===== src/rtl/irq_priority_encoder_if.sv =====
// Request/handshake bundle for irq_priority_encoder: the master side drives
// requests, mask, enable and ack; the slave side returns valid/code/pending.
interface irq_priority_encoder_if #(
  parameter int N = 8
);
  localparam int W = $clog2(N);

  logic         g;
  logic [N-1:0] req_n;
  logic [N-1:0] mask;
  logic         ack;
  logic         valid;
  logic [W-1:0] code;
  logic         gs_n;
  logic [N-1:0] pending;
  logic [1:0]   state_dbg;

  // Handshake: code is stable while valid=1; a cycle with valid=1 and ack=1
  // at a rising edge transfers it, and ack while valid=0 is ignored.
  modport master (
    output g, req_n, mask, ack,
    input  valid, code, gs_n, pending, state_dbg
  );

  modport slave (
    input  g, req_n, mask, ack,
    output valid, code, gs_n, pending, state_dbg
  );
endinterface


===== src/rtl/irq_priority_encoder.sv =====
// Registered N-to-log2(N) priority encoder with sticky pending bits and a
// valid/ack handshake. Define IRQ_EDGE_EN for falling-edge request capture.
module irq_priority_encoder #(
  parameter int N = 8
) (
  input  logic                  clk,
  input  logic                  rst_n,
  irq_priority_encoder_if.slave bus
);
  localparam int W = $clog2(N);

  typedef enum logic [1:0] {
    IDLE    = 2'd0,
    PRESENT = 2'd1,
    GAP     = 2'd2
  } state_e;

  state_e       state_q, state_d;
  logic [W-1:0] code_q, code_d;
  logic [N-1:0] pending_q, pending_d;
  logic [N-1:0] set_vec;
  logic [N-1:0] clr_vec;
  logic [N-1:0] cand;
  logic [W-1:0] pick;

`ifdef IRQ_EDGE_EN
  logic [N-1:0] hist_q;

  // History follows req_n every edge, even while g blocks latching, so a fall
  // that happens while disabled is not seen later.
  always_ff @(posedge clk or negedge rst_n) begin
    if (!rst_n) hist_q <= '1;
    else        hist_q <= bus.req_n;
  end

  assign set_vec = hist_q & ~bus.req_n & {N{~bus.g}};
`else
  assign set_vec = ~bus.req_n & {N{~bus.g}};
`endif

  always_comb begin
    clr_vec = '0;
    if (state_q == PRESENT && bus.ack) clr_vec[code_q] = 1'b1;
  end

  // Set wins over clear, so a still-active level request survives its ack.
  assign pending_d = (pending_q & ~clr_vec) | set_vec;
  assign cand      = pending_q & ~bus.mask;

  always_comb begin
    pick = '0;
    for (int i = 0; i < N; i++) begin
      if (cand[i]) pick = W'(i);
    end
  end

  always_comb begin
    state_d = state_q;
    code_d  = code_q;
    unique case (state_q)
      IDLE: begin
        if (cand != '0) begin
          code_d  = pick;
          state_d = PRESENT;
        end
      end
      PRESENT: begin
        if (bus.ack) state_d = GAP;
      end
      GAP: begin
        state_d = IDLE;
      end
      default: begin
        state_d = IDLE;
      end
    endcase
  end

  always_ff @(posedge clk or negedge rst_n) begin
    if (!rst_n) begin
      state_q   <= IDLE;
      code_q    <= '0;
      pending_q <= '0;
    end else begin
      state_q   <= state_d;
      code_q    <= code_d;
      pending_q <= pending_d;
    end
  end

  assign bus.valid     = (state_q == PRESENT);
  assign bus.gs_n      = ~bus.valid;
  assign bus.code      = code_q;
  assign bus.pending   = pending_q;
  assign bus.state_dbg = state_q;
endmodule


===== src/flat_wrapper.sv =====
// flat-port wrapper written by rule: the top's interface ports become plain ports
module irq_priority_encoder_flat 
#(
  parameter int N = 8
)
  (clk, rst_n, bus_g, bus_req_n, bus_mask, bus_ack, bus_valid, bus_code, bus_gs_n, bus_pending, bus_state_dbg);
  irq_priority_encoder_if #(.N(N)) bus_i ();
  input  logic clk;
  input  logic rst_n;
  input wire logic [$bits(bus_i.g)-1:0] bus_g;
  input wire logic [$bits(bus_i.req_n)-1:0] bus_req_n;
  input wire logic [$bits(bus_i.mask)-1:0] bus_mask;
  input wire logic [$bits(bus_i.ack)-1:0] bus_ack;
  output wire logic [$bits(bus_i.valid)-1:0] bus_valid;
  output wire logic [$bits(bus_i.code)-1:0] bus_code;
  output wire logic [$bits(bus_i.gs_n)-1:0] bus_gs_n;
  output wire logic [$bits(bus_i.pending)-1:0] bus_pending;
  output wire logic [$bits(bus_i.state_dbg)-1:0] bus_state_dbg;
  assign bus_i.g = bus_g;
  assign bus_i.req_n = bus_req_n;
  assign bus_i.mask = bus_mask;
  assign bus_i.ack = bus_ack;
  assign bus_valid = bus_i.valid;
  assign bus_code = bus_i.code;
  assign bus_gs_n = bus_i.gs_n;
  assign bus_pending = bus_i.pending;
  assign bus_state_dbg = bus_i.state_dbg;
  irq_priority_encoder #(.N(N)) u_core (.clk(clk), .rst_n(rst_n), .bus(bus_i));
endmodule

===== config.mk =====
export PLATFORM = sky130hd
export DESIGN_NAME = irq_priority_encoder_flat
export DESIGN_NICKNAME = d
export VERILOG_FILES = /design/src/rtl/irq_priority_encoder_if.sv /design/src/rtl/irq_priority_encoder.sv /design/src/flat_wrapper.sv
export SDC_FILE = /design/constraint.sdc
export NUM_CORES = 1
export LEC_CHECK = 0
export ABC_AREA = 0
export CAP_MARGIN = 20
export CORE_MARGIN = 2
export CORE_UTILIZATION = 38
export DETAILED_ROUTE_END_ITERATION = 16
export PLACE_DENSITY = 0.76
export SYNTH_ARGS = -nofsm -noshare
export SYNTH_HDL_FRONTEND = slang
export SYNTH_SLANG_ARGS = --single-unit

===== constraint.sdc =====
create_clock -name clk -period 2 [get_ports clk]
set_input_delay 0.4 -clock clk [delete_from_list [all_inputs] [get_ports clk]]
set_output_delay 0.4 -clock clk [all_outputs]
set_load 0.02 [all_outputs]

Word level (Yosys, flattened, before mapping) --
Index checks and enable logic that the tools add are counted.
Storage, ports and cells: logic and storage cells 36, input bits 20, output and inout port bits 15, register bits after elaboration 13
Cells by class: mux-type cells 13, reductions and logical operators 6, bitwise operators 9, magnitude comparators 2, eq/ne operators 3
Operators with widths (number):
- AND 8 bit | 3
- inverter 8 bit | 3
- two-way mux 3 bit | 6
- two-way mux 8 bit | 1
- OR 8 bit | 1
- nonzero test 8 bit | 1
- < comparator 3 x 4 -> 1 bit (second input constant) | 1
- two-way mux 2 bit | 2
- one-hot mux 2 bit (2 select lines) | 1
- AND reduction 2 bit | 2
- demux 1 bit (select 3 bit) | 1
- >= comparator 3 x 1 -> 1 bit (second input constant) | 1
- == test 2 x 1 -> 1 bit (second input constant) | 1
- logical AND 1 bit | 2
- logical NOT 2 bit | 1
- two-way mux 1 bit | 2
- inequality test 2 x 1 -> 1 bit (second input constant) | 1
- inequality test 2 bit (second input constant) | 1
- inverter 1 bit | 2

Longest topological paths before layout --
Gate-level depths: netlist of run 1.
depth after elaboration 9, gate-level depth with buffers 4

Least setup slack after synthesis of run 1 --
No wires, ideal clock.
kind reg2reg, start point reg u_core.pending_q[5] (netlist: u_core.bus.pending[5]), end point reg u_core.code_q[2] (netlist: u_core.bus.code[2]), slack 0.398 ns, cell stages (with the launch flop) 5, arrival 1.475 ns, cells stage by stage dfrtp_1 -> nand2b_4 -> nand4_4 -> o41ai_4 -> mux2_1
On the way: word-level cells in the longest chain between the ends 4
Ends and longest elaborated chain:
- start: declaration | RTL line irq_priority_encoder.sv:20 | logic [N-1:0] pending_q, pending_d;
- start signal: assignment | RTL line irq_priority_encoder.sv:87 | pending_q <= pending_d;
- AND 8 bit (*) | RTL line irq_priority_encoder.sv:48 | assign cand = pending_q & ~bus.mask;
- two-way mux 3 bit (3 in series) | RTL line irq_priority_encoder.sv:53 | if (cand[i]) pick = W'(i);
- end signal: assignment | RTL line irq_priority_encoder.sv:86 | code_q <= code_d;
- end: declaration | RTL line irq_priority_encoder.sv:19 | logic [W-1:0] code_q, code_d;
Mark *: on every way between the ends. The rest lies on a longest branch, timed or not. A chain may end at the register's enable or synchronous reset.

Final worst setup path of run 1 --
start point reg u_core.state_q[0] (netlist: u_core.bus.state_dbg[0]), end point out bus_gs_n
On the way: word-level cells in the longest chain between the ends 2
Ends and longest elaborated chain:
- start: declaration | RTL line irq_priority_encoder.sv:18 | state_e state_q, state_d;
- start signal: assignment | RTL line irq_priority_encoder.sv:85 | state_q <= state_d;
- == test 2 x 1 -> 1 bit | RTL line irq_priority_encoder.sv:91 | assign bus.valid = (state_q == PRESENT);
- inverter 1 bit | RTL line irq_priority_encoder.sv:92 | assign bus.gs_n = ~bus.valid;
- end: declaration | RTL line flat_wrapper.sv:16 | output wire logic [$bits(bus_i.gs_n)-1:0] bus_gs_n;
No other way between the ends.

==> impl_metrics.tcl, run 1 <==
set metrics [dict create \
    tns_ns 0 \
    r2r-start "u_core.bus.pending[5]" \
    relSlewSlack 0.6034 \
    max_freq_mhz 520.2 \
    core_area_mm2 0.001689 \
    rsz0062_at_grt "false" \
    fin_crit_sh 0.9612 \
    final-setup-viol-count 0 \
    ys_seq_area_frac 0.4887 \
    tightest_slew_ns 0.5931 \
    cts_tree "done" \
    slowest_delay_ns 0.60 \
    critPathLaunchType "flop" \
    postSynthCellCount 60 \
    r2r-end "u_core.bus.code[0]" \
    post-route-drc-count 0 \
    cts.sinks 13 \
    io_pins 35 \
    start_util 0.3941 \
    die_w_um 45.86 \
    clockBufferDepth 2 \
    drv_cap 0 \
    yosysWarnings 0 \
    die_h_um 45.86 \
    p_leak_nw 0.4539 \
    synthToLayoutAreaGrowth_pct 64.10 \
    vias_per_cell 5.417 \
    num_rows 15 \
    wl_mm 1.895 \
    io_buffers 34 \
    finalMaxSlewViolations 0 \
    antenna_left 0 \
    finalHoldViolCount 0 \
    power_mw 1.330 \
    required_ns 1.60 \
    clk_latency_ns 0.28 \
    crit_arrival_ns 1.52 \
    design.die.area_mm2 0.002103 \
    wl_per_cell_um 15.79 \
    path_clk_slew_ns 0.08 \
    r2r_setup_slack_ns 0.38 \
    fin_area_mm2 0.001092 \
    dp.cells 116 \
    synth.area.top_cells "dfrtp_1 49%, o21ai_0 11%, nand2b_4 8.3%, o41ai_4 4.1%, mux2_1 3.4%" \
    stdcell_count 120 \
    place.gp.congestion 0.8215 \
    layout_commonest_cell "clkdlybuf4s50_1" \
    drive_gt1_frac 0.1456 \
    grt_max_degree 14 \
    worst_slack_ns 0.07756 \
    yosysTopAreaCell "dfrtp_1" \
    reg2reg_depth 4 \
    synth_seq_cells 13 \
    worstSetupPathType "reg2out" \
    vias 650 \
    htreeDepth 1 \
    fin_nets 124 \
    vdd.ir_drop.worst_mv 0.6820 \
    worstPathCellList "nor2b_2 -> inv_1 -> clkdlybuf4s50_1" \
    antenna_cells 0 \
    first_global_vias 661 \
    fin_crit_ns 1.922 \
    syn-num-nets 80 \
    overflow 0 \
    dp_slack_ns -0.05776 \
    clockRootBuffer "clkbuf_4" \
    cts-hold-fix-buffers 0 \
    antenna_found_initial 0 \
    end_kind "primary output" \
    drt-initial-drc-count 16 \
    gr-usage-all-layers 0.2000 \
    syn_avg_cell_area_um2 11.09 \
    hpwl_mm 1.506 \
    post_dp_cell_area_mm2 0.001065 \
    cts_made_buffers 3 \
    hp-class "in2async" \
    cp_slowest_cell "clkdlybuf4s50_1" \
    synth_area_um2 665.6 \
    synth_top_area_frac 0.4887 \
    fin_skew_ns 0.004914 \
    crit_family "buffers and inverters" \
    crit_fanout 5 \
    grt_first_pass_wirelength_mm 2.870 \
    synth_cell_types 20 \
    layout_common_cells "33 x clkdlybuf4s50_1, 15 x o21ai_0, 13 x dfrtp_1" \
    p_per_area_mw_per_mm2 1218 \
    post_cts_buffers 0 \
    firstDrtPassIters 4 \
    outcome "finished clean" \
    critPathBufInv 2 \
]
[worst register-to-register path: cells and delay by family (launching register included)]
| kind | cells | cell delay (ns) |
|---|---|---|
| and+or+nand+nor | 2 | 0.23 |
| DFF | 1 | 0.44 |
| AOI/OAI and AO/OA | 1 | 0.47 |
| muxes | 1 | 0.37 |
[area by class of cell]
cell class / count / area, µm²
Inverter: 3 / 11.26
Fill cell: 130 / 596.8
Clock buffer: 4 / 26.28
Multi-Input combinational cell: 44 / 331.6
Timing Repair Buffer: 39 / 376.6
Tap cell: 17 / 21.27
Sequential cell: 13 / 325.3
[power by group]
group | leakage, nW | internal, mW | switching, mW
clock | 0.0150 | 0.0773 | 0.0879
sequential | 0.129 | 0.344 | 0.108
combinational | 0.310 | 0.359 | 0.354
total | 0.454 | 0.780 | 0.550
[per-stage QoR]
| stage | utilization | hold WS, ns |
|---|---|---|
| 4_1_cts | 0.6452 | 0.5155 |
| 6_report | 0.6467 | 0.4915 |
| 2_1_floorplan | - | 0.1044 |
| 3_5_place_dp | 0.6304 | 0.5407 |
| 5_1_grt | 0.6467 | 0.5286 |
| 3_3_place_gp | 0.6304 | 0.5315 |
[Yosys cell counts, drive strengths merged]
library cell,instances
o21ai,16
dfrtp,13
nand2b,7
nand2,4
inv,3
nor2b,3
mux2,2
o31ai,2
a2bb2oi,1
a31oi,1
and2,1
mux2i,1
nand3,1
nand3b,1
nand4,1
nor2,1
o211ai,1
o41ai,1
[registers in the layout (all words and copies together), names as in the netlist]
signal and cells:
u_core.bus.code 3, u_core.bus.state_dbg 2, u_core.bus.pending 8
[cells by family (layout without fill, tap and decap cells)]
| kind of cell | Yosys count | after routing | share of synthesized area |
|---|---|---|---|
| muxes | 3 | 3 | 0.04887 |
| and+or+nand+nor | 19 | 19 | 0.2274 |
| AOI/OAI and AO/OA | 22 | 22 | 0.2180 |
| DFF | 13 | 13 | 0.4887 |
| buffers and inverters | 3 | 46 | 0.01692 |
[layer usage]
metal / GRT usage / routed length [µm] / part of all wire / up-vias
li1: - / - / - / 302
met1: 0.2279 / 718 / 0.38 / 313
met2: 0.3472 / 1012 / 0.53 / 33
met3: 0.05159 / 146 / 0.077 / 2
met4: 0.08571 / 17 / 0.0090 / 0
met5: 0 / 0 / 0 / -
[how the worst max path moves through the flow]
stage	endpoint	startpoint	slack (ns)	cells after the start
after floorplan	u_core.bus.code[2]	u_core.bus.pending[5]	0.40	4
after global placement	u_core.bus.code[2]	bus_mask[5]	0.01	5
after detailed placement	u_core.bus.code[0]	bus_mask[4]	-0.06	5
after CTS	bus_gs_n	u_core.bus.state_dbg[1]	0.01	3
after global routing	bus_gs_n	u_core.bus.state_dbg[0]	0.02	3
final	bus_gs_n	u_core.bus.state_dbg[0]	0.08	3
[timing repair]
item,in CTS,in global routing
endpoints found under the setup margin,1,1
gates resized for setup,1,1
pin swaps,0,0
No activity file was read; power rests on OpenSTA's default activity.
==> inputs of run 2 (changes only) <==
SKIP_CTS_REPAIR_TIMING = 1   (was unset)
TNS_END_PERCENT = 30   (was unset)
==> run 2 against run 1 <==
  * Worst hold slack is essentially flat
  * Core utilization grew 0.22 points
  * Register-to-register slack is essentially flat
  * Combinational power grew 1%
  * Worst setup slack lost 0.011 ns
  * Sequential power is essentially flat
  * Clock power is essentially flat
  * Via count grew 1.2%
  * First-iteration DRC count is the same
  * Sequential share of layout area shrank 0.10 points
  * Clock-buffer cell count is the same
  * Critical path type unchanged
  * Critical endpoint unchanged
==> impl_metrics.tcl, run 2 (synthesis gave the netlist of run 1 again) <==
set metrics [dict create \
    core_area_mm2 0.001689 \
    finalHoldViolCount 0 \
    critPathBufInv 2 \
    drive_gt1_frac 0.1456 \
    slowest_delay_ns 0.60 \
    post-route-drc-count 0 \
    critPathLaunchType "flop" \
    crit_fanout 5 \
    io_buffers 34 \
    fin_skew_ns 0.004451 \
    fin_crit_sh 0.9665 \
    largest_reg_flops 8 \
    clk_latency_ns 0.28 \
    p_leak_nw 0.4629 \
    cts_tree "done" \
    switching_power_mw 0.5549 \
    tightest_slew_ns 0.5947 \
    cp_slowest_cell "clkdlybuf4s50_1" \
    use_met2 0.3472 \
    crit_arrival_ns 1.53 \
    outcome "finished clean" \
    antenna_found_initial 0 \
    gr-usage-all-layers 0.1992 \
    start_util 0.3941 \
    grt_use_met1 0.2255 \
    vias 658 \
    rsz0062_at_grt "false" \
    design.die.area_mm2 0.002103 \
    cts.sinks 13 \
    worstSetupPathType "reg2out" \
    synthToLayoutAreaGrowth_pct 64.66 \
    cts_made_buffers 3 \
    finalMaxSlewViolations 0 \
    p_per_area_mw_per_mm2 1224 \
    vias_per_cell 5.483 \
    wl_per_cell_um 15.99 \
    firstDrtPassIters 4 \
    antenna_cells 0 \
    hp-class "in2async" \
    r2r_setup_slack_ns 0.38 \
    drt-initial-drc-count 16 \
    htreeDepth 1 \
    first_global_vias 659 \
    die_h_um 45.86 \
    wl_mm 1.919 \
    path_clk_slew_ns 0.08 \
    power_mw 1.341 \
    fin_util 0.6489 \
    fillerInstances 129 \
    relSlewSlack 0.6023 \
    io_pins 35 \
    end_kind "primary output" \
    overflow 0 \
    p_int_mw 0.7862 \
    pwr-share-seq 0.337 \
    required_ns 1.60 \
    antenna_left 0 \
    die_w_um 45.86 \
    swShare 0.4137 \
    clockBufferDepth 2 \
    grt_max_degree 14 \
    drv_cap 0 \
    top_usage_layer "met2" \
    grt_first_pass_wirelength_mm 2.856 \
    clockRootBuffer "clkbuf_4" \
    gr-usage-met3 0.05159 \
    final-setup-viol-count 0 \
    clockPowerShare 0.124 \
    fin_nets 124 \
    crit_family "buffers and inverters" \
    layout_common_cells "33 x clkdlybuf4s50_1, 15 x o21ai_0, 13 x dfrtp_1" \
    fin_crit_ns 1.933 \
    vdd.ir_drop.worst_mv 0.6915 \
    max_freq_mhz 517.3 \
    num_rows 15 \
    worstPathCellList "nor2b_2 -> inv_1 -> clkdlybuf4s50_1" \
    hpwl_mm 1.506 \
    layout_commonest_cell "clkdlybuf4s50_1" \
    place.gp.congestion 0.8215 \
    pwr-share-comb 0.539 \
]
-- run 2: cell type report --
class | count | area, µm² | share of cell area
inverter | 3 | 11.26 | 0.01027
timing repair buffer | 39 | 380.4 | 0.3470
multi-input combinational | 44 | 331.6 | 0.3025
sequential | 13 | 325.3 | 0.2968
tap | 17 | 21.27 | 0.01941
clock buffer | 4 | 26.28 | 0.02397
-- run 2: metrics by stage --
step | TNS [ns] | std cells | cell area [µm²] | setup WS (ns) | hold slack, ns
final | 0 | 120 | 1096 | 0.06691 | 0.4918
after global routing | 0 | 120 | 1096 | 0.02157 | 0.5286
after CTS | -0.02857 | 120 | 1091 | -0.02857 | 0.5155
after detailed placement | -0.1097 | 116 | 1065 | -0.05776 | 0.5407
after global placement | 0 | 116 | 1065 | 0.01150 | 0.5315
after floorplan | 0 | 60 | 665.6 | 0.3977 | 0.1044
-- run 2: power by group through the flow --
stage / Clock, mW / Sequential (mW) / Combinational (mW)
after global placement: 0 / 0.448 / 0.697
after detailed placement: 0 / 0.455 / 0.717
after floorplan: 0 / 0.529 / 0.267
after CTS: 0.168 / 0.450 / 0.721
after global routing: 0.190 / 0.460 / 0.771
final: 0.166 / 0.453 / 0.723
-- run 2: per-layer routing --
layer | part of all wire | wire length, µm
met1 | 0.38 | 736
met2 | 0.53 | 1023
met3 | 0.073 | 141
met4 | 0.0089 | 17
met5 | 0 | 0
-- run 2: worst paths after layout --
check | from | to | depth (start not counted)
worst min register to register | u_core.bus.pending[2] | u_core.bus.pending[2] | 2
worst max register to register | u_core.bus.pending[5] | u_core.bus.code[0] | 4
min in group clk | u_core.bus.pending[2] | u_core.bus.pending[2] | 2
max in group asynchronous | rst_n | u_core.bus.state_dbg[0] | 1
worst max-delay path | u_core.bus.state_dbg[0] | bus_gs_n | 3
worst min-delay path | rst_n | u_core.bus.pending[7] | 1
